[src/rtl/load_store_unit.sv]
`default_nettype none
// ============================================================================
// Module   : load_store_unit
// Purpose  : Multi-cycle RV32I load/store unit driving a word-wide
//            request/acknowledge data-memory bus. Word-crossing accesses are
//            split into two bus transactions; loads are sign/zero extended.
// Ports    : clock, reset (sync, active-low)
//            start, mem_read, mem_write, funct3, address, store_data  - request
//            busy, done, error, load_data                             - status
//            bus_req, bus_we, bus_addr, bus_be, bus_wdata             - bus out
//            bus_rdata, bus_ack                                       - bus in
// Revision : 1.0 - initial release
// ============================================================================
module load_store_unit (
    input  logic        clock,
    input  logic        reset,
    input  logic        start,
    input  logic        mem_read,
    input  logic        mem_write,
    input  logic [2:0]  funct3,
    input  logic [31:0] address,
    input  logic [31:0] store_data,
    output logic        busy,
    output logic        done,
    output logic        error,
    output logic [31:0] load_data,
    output logic        bus_req,
    output logic        bus_we,
    output logic [31:0] bus_addr,
    output logic [3:0]  bus_be,
    output logic [31:0] bus_wdata,
    input  logic [31:0] bus_rdata,
    input  logic        bus_ack
);

    localparam logic [1:0] c_IDLE = 2'd0;
    localparam logic [1:0] c_REQ1 = 2'd1;
    localparam logic [1:0] c_REQ2 = 2'd2;

    logic [1:0]  r_state;
    logic [2:0]  r_funct3;
    logic [1:0]  r_offset;
    logic        r_split;
    logic        r_is_store;
    logic [3:0]  r_be_hi;
    logic [31:0] r_wdata_hi;
    logic [31:0] r_rdata1;

    logic [1:0]  w_state_nxt;
    logic        w_busy_nxt;
    logic        w_done_nxt;
    logic        w_error_nxt;
    logic [31:0] w_load_data_nxt;
    logic        w_bus_req_nxt;
    logic        w_bus_we_nxt;
    logic [31:0] w_bus_addr_nxt;
    logic [3:0]  w_bus_be_nxt;
    logic [31:0] w_bus_wdata_nxt;
    logic        w_capture;

    logic [3:0]  w_mask;
    logic [7:0]  w_be_wide;
    logic [63:0] w_wdata_wide;
    logic        w_size_ok;
    logic        w_legal;
    logic [63:0] w_pair;
    logic [31:0] w_raw;
    logic [31:0] w_ext;

    // Byte-enable mask and write data are formed as a double-word window:
    // the low half feeds the first transaction, the high half the second.
    assign w_mask       = (funct3[1:0] == 2'b00) ? 4'b0001 :
                          (funct3[1:0] == 2'b01) ? 4'b0011 : 4'b1111;
    assign w_be_wide    = {4'b0000, w_mask} << address[1:0];
    assign w_wdata_wide = {32'h0, store_data} << {address[1:0], 3'b000};

    assign w_size_ok = (funct3[1:0] != 2'b11);
    // Stores allow B/H/W only; loads additionally allow BU/HU.
    assign w_legal   = mem_write ? (w_size_ok && !funct3[2])
                                 : (w_size_ok && !(funct3[2] && funct3[1]));

    // Upper word is zero unless the second half of a split load is arriving.
    assign w_pair = (r_state == c_REQ2) ? {bus_rdata, r_rdata1} : {32'h0, bus_rdata};
    assign w_raw  = w_pair[{r_offset, 3'b000} +: 32];
    assign w_ext  = extend_load(r_funct3, w_raw);

    function automatic logic [31:0] extend_load(input logic [2:0] f3, input logic [31:0] raw);
        case (f3)
            3'b000:  return {{24{raw[7]}}, raw[7:0]};
            3'b001:  return {{16{raw[15]}}, raw[15:0]};
            3'b100:  return {24'h0, raw[7:0]};
            3'b101:  return {16'h0, raw[15:0]};
            default: return raw;
        endcase
    endfunction

    always_comb begin
        w_state_nxt     = r_state;
        w_busy_nxt      = busy;
        w_done_nxt      = 1'b0;
        w_error_nxt     = 1'b0;
        w_load_data_nxt = load_data;
        w_bus_req_nxt   = bus_req;
        w_bus_we_nxt    = bus_we;
        w_bus_addr_nxt  = bus_addr;
        w_bus_be_nxt    = bus_be;
        w_bus_wdata_nxt = bus_wdata;
        w_capture       = 1'b0;

        case (r_state)
            c_IDLE: begin
                if (start && (mem_read || mem_write)) begin
                    if (!w_legal) begin
                        w_done_nxt  = 1'b1;
                        w_error_nxt = 1'b1;
                    end else begin
                        w_capture       = 1'b1;
                        w_state_nxt     = c_REQ1;
                        w_busy_nxt      = 1'b1;
                        w_bus_req_nxt   = 1'b1;
                        w_bus_we_nxt    = mem_write;
                        w_bus_addr_nxt  = {address[31:2], 2'b00};
                        w_bus_be_nxt    = w_be_wide[3:0];
                        w_bus_wdata_nxt = w_wdata_wide[31:0];
                    end
                end
            end
            c_REQ1: begin
                if (bus_ack) begin
                    if (r_split) begin
                        w_state_nxt     = c_REQ2;
                        w_bus_addr_nxt  = bus_addr + 32'd4;
                        w_bus_be_nxt    = r_be_hi;
                        w_bus_wdata_nxt = r_wdata_hi;
                    end else begin
                        w_state_nxt   = c_IDLE;
                        w_busy_nxt    = 1'b0;
                        w_bus_req_nxt = 1'b0;
                        w_bus_we_nxt  = 1'b0;
                        w_done_nxt    = 1'b1;
                        if (!r_is_store) begin
                            w_load_data_nxt = w_ext;
                        end
                    end
                end
            end
            c_REQ2: begin
                if (bus_ack) begin
                    w_state_nxt   = c_IDLE;
                    w_busy_nxt    = 1'b0;
                    w_bus_req_nxt = 1'b0;
                    w_bus_we_nxt  = 1'b0;
                    w_done_nxt    = 1'b1;
                    if (!r_is_store) begin
                        w_load_data_nxt = w_ext;
                    end
                end
            end
            default: begin
                w_state_nxt   = c_IDLE;
                w_busy_nxt    = 1'b0;
                w_bus_req_nxt = 1'b0;
                w_bus_we_nxt  = 1'b0;
            end
        endcase
    end

    always_ff @(posedge clock) begin
        if (!reset) begin
            r_state    <= c_IDLE;
            busy       <= 1'b0;
            done       <= 1'b0;
            error      <= 1'b0;
            load_data  <= 32'h0;
            bus_req    <= 1'b0;
            bus_we     <= 1'b0;
            bus_addr   <= 32'h0;
            bus_be     <= 4'h0;
            bus_wdata  <= 32'h0;
            r_funct3   <= 3'b000;
            r_offset   <= 2'b00;
            r_split    <= 1'b0;
            r_is_store <= 1'b0;
            r_be_hi    <= 4'h0;
            r_wdata_hi <= 32'h0;
            r_rdata1   <= 32'h0;
        end else begin
            r_state   <= w_state_nxt;
            busy      <= w_busy_nxt;
            done      <= w_done_nxt;
            error     <= w_error_nxt;
            load_data <= w_load_data_nxt;
            bus_req   <= w_bus_req_nxt;
            bus_we    <= w_bus_we_nxt;
            bus_addr  <= w_bus_addr_nxt;
            bus_be    <= w_bus_be_nxt;
            bus_wdata <= w_bus_wdata_nxt;
            if (w_capture) begin
                r_funct3   <= funct3;
                r_offset   <= address[1:0];
                r_split    <= |w_be_wide[7:4];
                r_is_store <= mem_write;
                r_be_hi    <= w_be_wide[7:4];
                r_wdata_hi <= w_wdata_wide[63:32];
            end
            if ((r_state == c_REQ1) && bus_ack) begin
                r_rdata1 <= bus_rdata;
            end
        end
    end

endmodule
`default_nettype wire

[config.mk]
export PLATFORM = sky130hd
export DESIGN_NAME = load_store_unit
export DESIGN_NICKNAME = d
export VERILOG_FILES = /design/src/rtl/load_store_unit.sv
export SDC_FILE = /design/constraint.sdc
export NUM_CORES = 1
export LEC_CHECK = 0
export ABC_AREA = 1
export CELL_PAD_IN_SITES_DETAIL_PLACEMENT = 1
export CELL_PAD_IN_SITES_GLOBAL_PLACEMENT = 2
export CORE_AREA = 4 4 194 196
export CTS_CLUSTER_SIZE = 8
export DETAILED_ROUTE_END_ITERATION = 8
export DIE_AREA = 0 0 198 200
export PLACE_DENSITY = 0.83
export SLEW_MARGIN = 20
export SYNTH_ARGS = -nofsm -noshare
export SYNTH_HDL_FRONTEND = slang
export SYNTH_SLANG_ARGS = --single-unit
[constraint.sdc]
create_clock -name clock -period 2.1 [get_ports clock]
set_input_delay 0.63 -clock clock [delete_from_list [all_inputs] [get_ports clock]]
set_output_delay 0.63 -clock clock [all_outputs]
set_load 0.005 [all_outputs]
==> results of run 1 <==
-- what timing repair did --
item / in CTS / in global routing
resized for setup: 9 / 15
hold endpoints to repair: 0 / 0
pin swaps: 0 / 1
endpoints found under the setup margin: 9 / 41
-- power breakdown --
part           leakage (uW)  switching [uW]  total (uW)  internal (uW)
registers           0.00140             720        4820           4100
clock network      0.000268            1500        3120           1610
logic               0.00349            4380        7950           3570
total               0.00516            6600       15900           9290
-- path summary, 6_finish.rpt --
path                                   from                    endpoint  slack (ns)  depth (start not counted)
setup / recovery  bus_addr[19]$_SDFFE_PN0P_                bus_addr[19]        0.05                          1
hold / removal    r_rdata1[15]$_SDFFE_PN0P_   r_rdata1[15]$_SDFFE_PN0P_        0.45                          2
setup reg to reg    r_state[0]$_SDFFE_PN0P_  load_data[14]$_SDFFE_PN0P_        0.15                         10
hold reg to reg   r_rdata1[15]$_SDFFE_PN0P_   r_rdata1[15]$_SDFFE_PN0P_        0.45                          2
-- stage by stage --
| stage | util [%] | setup WS, ns | power, uW |
|---|---|---|---|
| 3_3_place_gp | 35.2 | -0.209 | 12700 |
| 3_5_place_dp | 35.2 | -0.238 | 12800 |
| 6_report | 36.8 | 0.0537 | 15900 |
| 4_1_cts | 36.8 | 0.00180 | 16100 |
| 5_1_grt | 36.8 | -0.0591 | 17200 |
| 2_1_floorplan | - | 0.380 | 8980 |
-- routing by layer --
layer | global-route usage [%] | up-vias | part of all wire (%)
li1 | - | 5399 | -
met2 | 30.0 | 172 | 45
met4 | 5.13 | 0 | 2.0
met3 | 2.95 | 41 | 3.2
met1 | 26.7 | 5111 | 49
met5 | 0 | - | 0
-- cell type report --
class                           count  area (sq um)  share of cell area [%]
Timing Repair Buffer              314          3070                    23.1
Clock buffer                       20           457                    3.44
Multi-Input combinational cell   1142          5300                    39.9
Clock inverter                     12           106                   0.800
Sequential cell                   170          3430                    25.8
Tap cell                          468           586                    4.41
Inverter                           93           349                    2.63
-- cells in the mapped netlist (all sizes together) --
cell	count	share of area [%]
a211oi	1	0.079
a21oi	116	6.1
buf	70	4.2
clkbuf	35	1.4
conb	1	0.039
dfxtp	170	36
ha	6	0.79
inv	93	3.7
mux2i	20	2.1
nand2	386	15
nand3	117	6.1
nand3b	5	0.39
nand4	6	0.39
nor2	226	9.0
nor3	11	0.58
o211a	2	0.21
o211ai	32	2.6
o21a	5	0.39
o21ai	189	9.9
o21bai	1	0.12
o22ai	10	0.65
or2	5	0.33
or3	1	0.065
xnor2	1	0.092
-- flip-flops by register name, indices dropped and copies added, names as in the netlist --
register    flops
r_offset        2
bus_addr       30
bus_we          1
r_be_hi         3
r_funct3        3
r_state         2
error           1
bus_be          4
r_split         1
r_wdata_hi     24
bus_req         1
bus_wdata      32
load_data      32
r_rdata1       32
done            1
r_is_store      1
-- cells by family (layout without fill, tap and decap cells) --
family	Yosys count	in the layout	share of synthesized area, %
muxes	20	20	2.09
buffers and inverters	198	439	9.21
DFF	170	170	35.6
AOI/OAI and AO/OA	356	356	20.0
adders and majority gates	6	6	0.785
and+or+nand+nor	757	757	32.2
other	1	2	0.0392
xor gates and xnor gates	1	1	0.0916
==> impl_metrics.env, run 1 <==
export IMPL_status="completed"
export IMPL_finClkSkew_ns=0.0178
export IMPL_place_hpwl_um=28400
export IMPL_n_antenna_cell=0
export IMPL_htreeDepth=4
export IMPL_synthDistinctLibCells=34
export IMPL_wl_per_cell_um=17.0
export IMPL_num_rows=70
export IMPL_setup_tns_ns=0
export IMPL_period_share_pct=97.4
export IMPL_clock_path_buffers=2
export IMPL_insertion_delay_ns=0.45
export IMPL_rsz0062_at_grt="yes"
export IMPL_min_delay_path_class="reg -> reg"
export IMPL_ys_warn_count=0
export IMPL_drv_slew=0
export IMPL_postCtsHoldBufs=0
export IMPL_critical_path_max_fanout=5
export IMPL_drtIter0Drc=642
export IMPL_cts_setup_buffers=0
export IMPL_track_usage_pct=18.9
export IMPL_routed_via_count=10700
export IMPL_io_pins=210
export IMPL_maxCapViolCount=0
export IMPL_power_leakage_uw=0.00516
export IMPL_path_buf_inv=1
export IMPL_grt_max_degree=59
export IMPL_ant_nets=0
export IMPL_design_area_sq_mm=0.0133
export IMPL_crit_family="buffers and inverters"
export IMPL_antenna_found_initial=0
export IMPL_grt_pass1_vias=10800
export IMPL_syn_inst=1509
export IMPL_hold_violations=0
export IMPL_setup_violations=0
export IMPL_core_sq_mm=0.0361
export IMPL_finalNonFillerCells=2219
export IMPL_dieArea_sq_mm=0.0396
export IMPL_avgSynthCellArea_sq_um=6.34
export IMPL_period_minus_slack_ns=2.05
export IMPL_cp_slowest_stage_delay_ns=0.54
export IMPL_arrival_ns=1.42
export IMPL_die_w_um=198
export IMPL_required_ns=1.47
export IMPL_worstSetupPathType="reg -> out"
export IMPL_clkTransAtPathRegs_ns=0.07
export IMPL_holdWs_ns=0.449
export IMPL_wirelength_um=37700
export IMPL_num_nets_final=1849
export IMPL_dp_cells=2187
export IMPL_grt_ovfl_total=0
export IMPL_cts_tree="built"
export IMPL_nFillCells=4570
export IMPL_cp_cell_sequence="clkdlybuf4s50_1"
export IMPL_power_density_mw_per_mm2=1200
export IMPL_die_h_um=200
export IMPL_cts_inserted_buffers=17
export IMPL_mostFrequentLayoutCells="nand2_1 (379), nor2_1 (222), clkdlybuf4s50_1 (205), o21ai_0 (185), dfxtp_1 (151)"
export IMPL_final_common_cell="nand2_1"
export IMPL_ys_seq_area_share_pct=35.6
export IMPL_ir_drop_uv=661
export IMPL_ys_seq_elements=170
export IMPL_grt_pass1_wl_um=60100
export IMPL_synth_area_sq_mm=0.00956
export IMPL_clock_root_buffer="clkbuf_16"
export IMPL_fmax_mhz=489
export IMPL_critical_path_slowest_cell="clkdlybuf4s50_1"
export IMPL_area_growth_pct=39.0
export IMPL_crit_path_end_kind="output pin"
export IMPL_drc=0
export IMPL_port_buffers=207
export IMPL_dpl_cell_area_sq_mm=0.0127
export IMPL_cts_num_sinks=170
export IMPL_viasPerCell=4.83
export IMPL_drive_gt1_share_pct=10.8
export IMPL_start_util_pct=26.5
export IMPL_crit_path_start_kind="flip-flop"
export IMPL_dr_pass1_iters=5
export IMPL_routabilityCongestion=0.833
Note: power is estimated with default switching activity, not from simulation.
==> inputs of run 2 (changes only) <==
Settings changed: HOLD_SLACK_MARGIN set to 0.02.
==> results of run 2 <==
Final layout, timing and power as in run 1 (identical DEF).
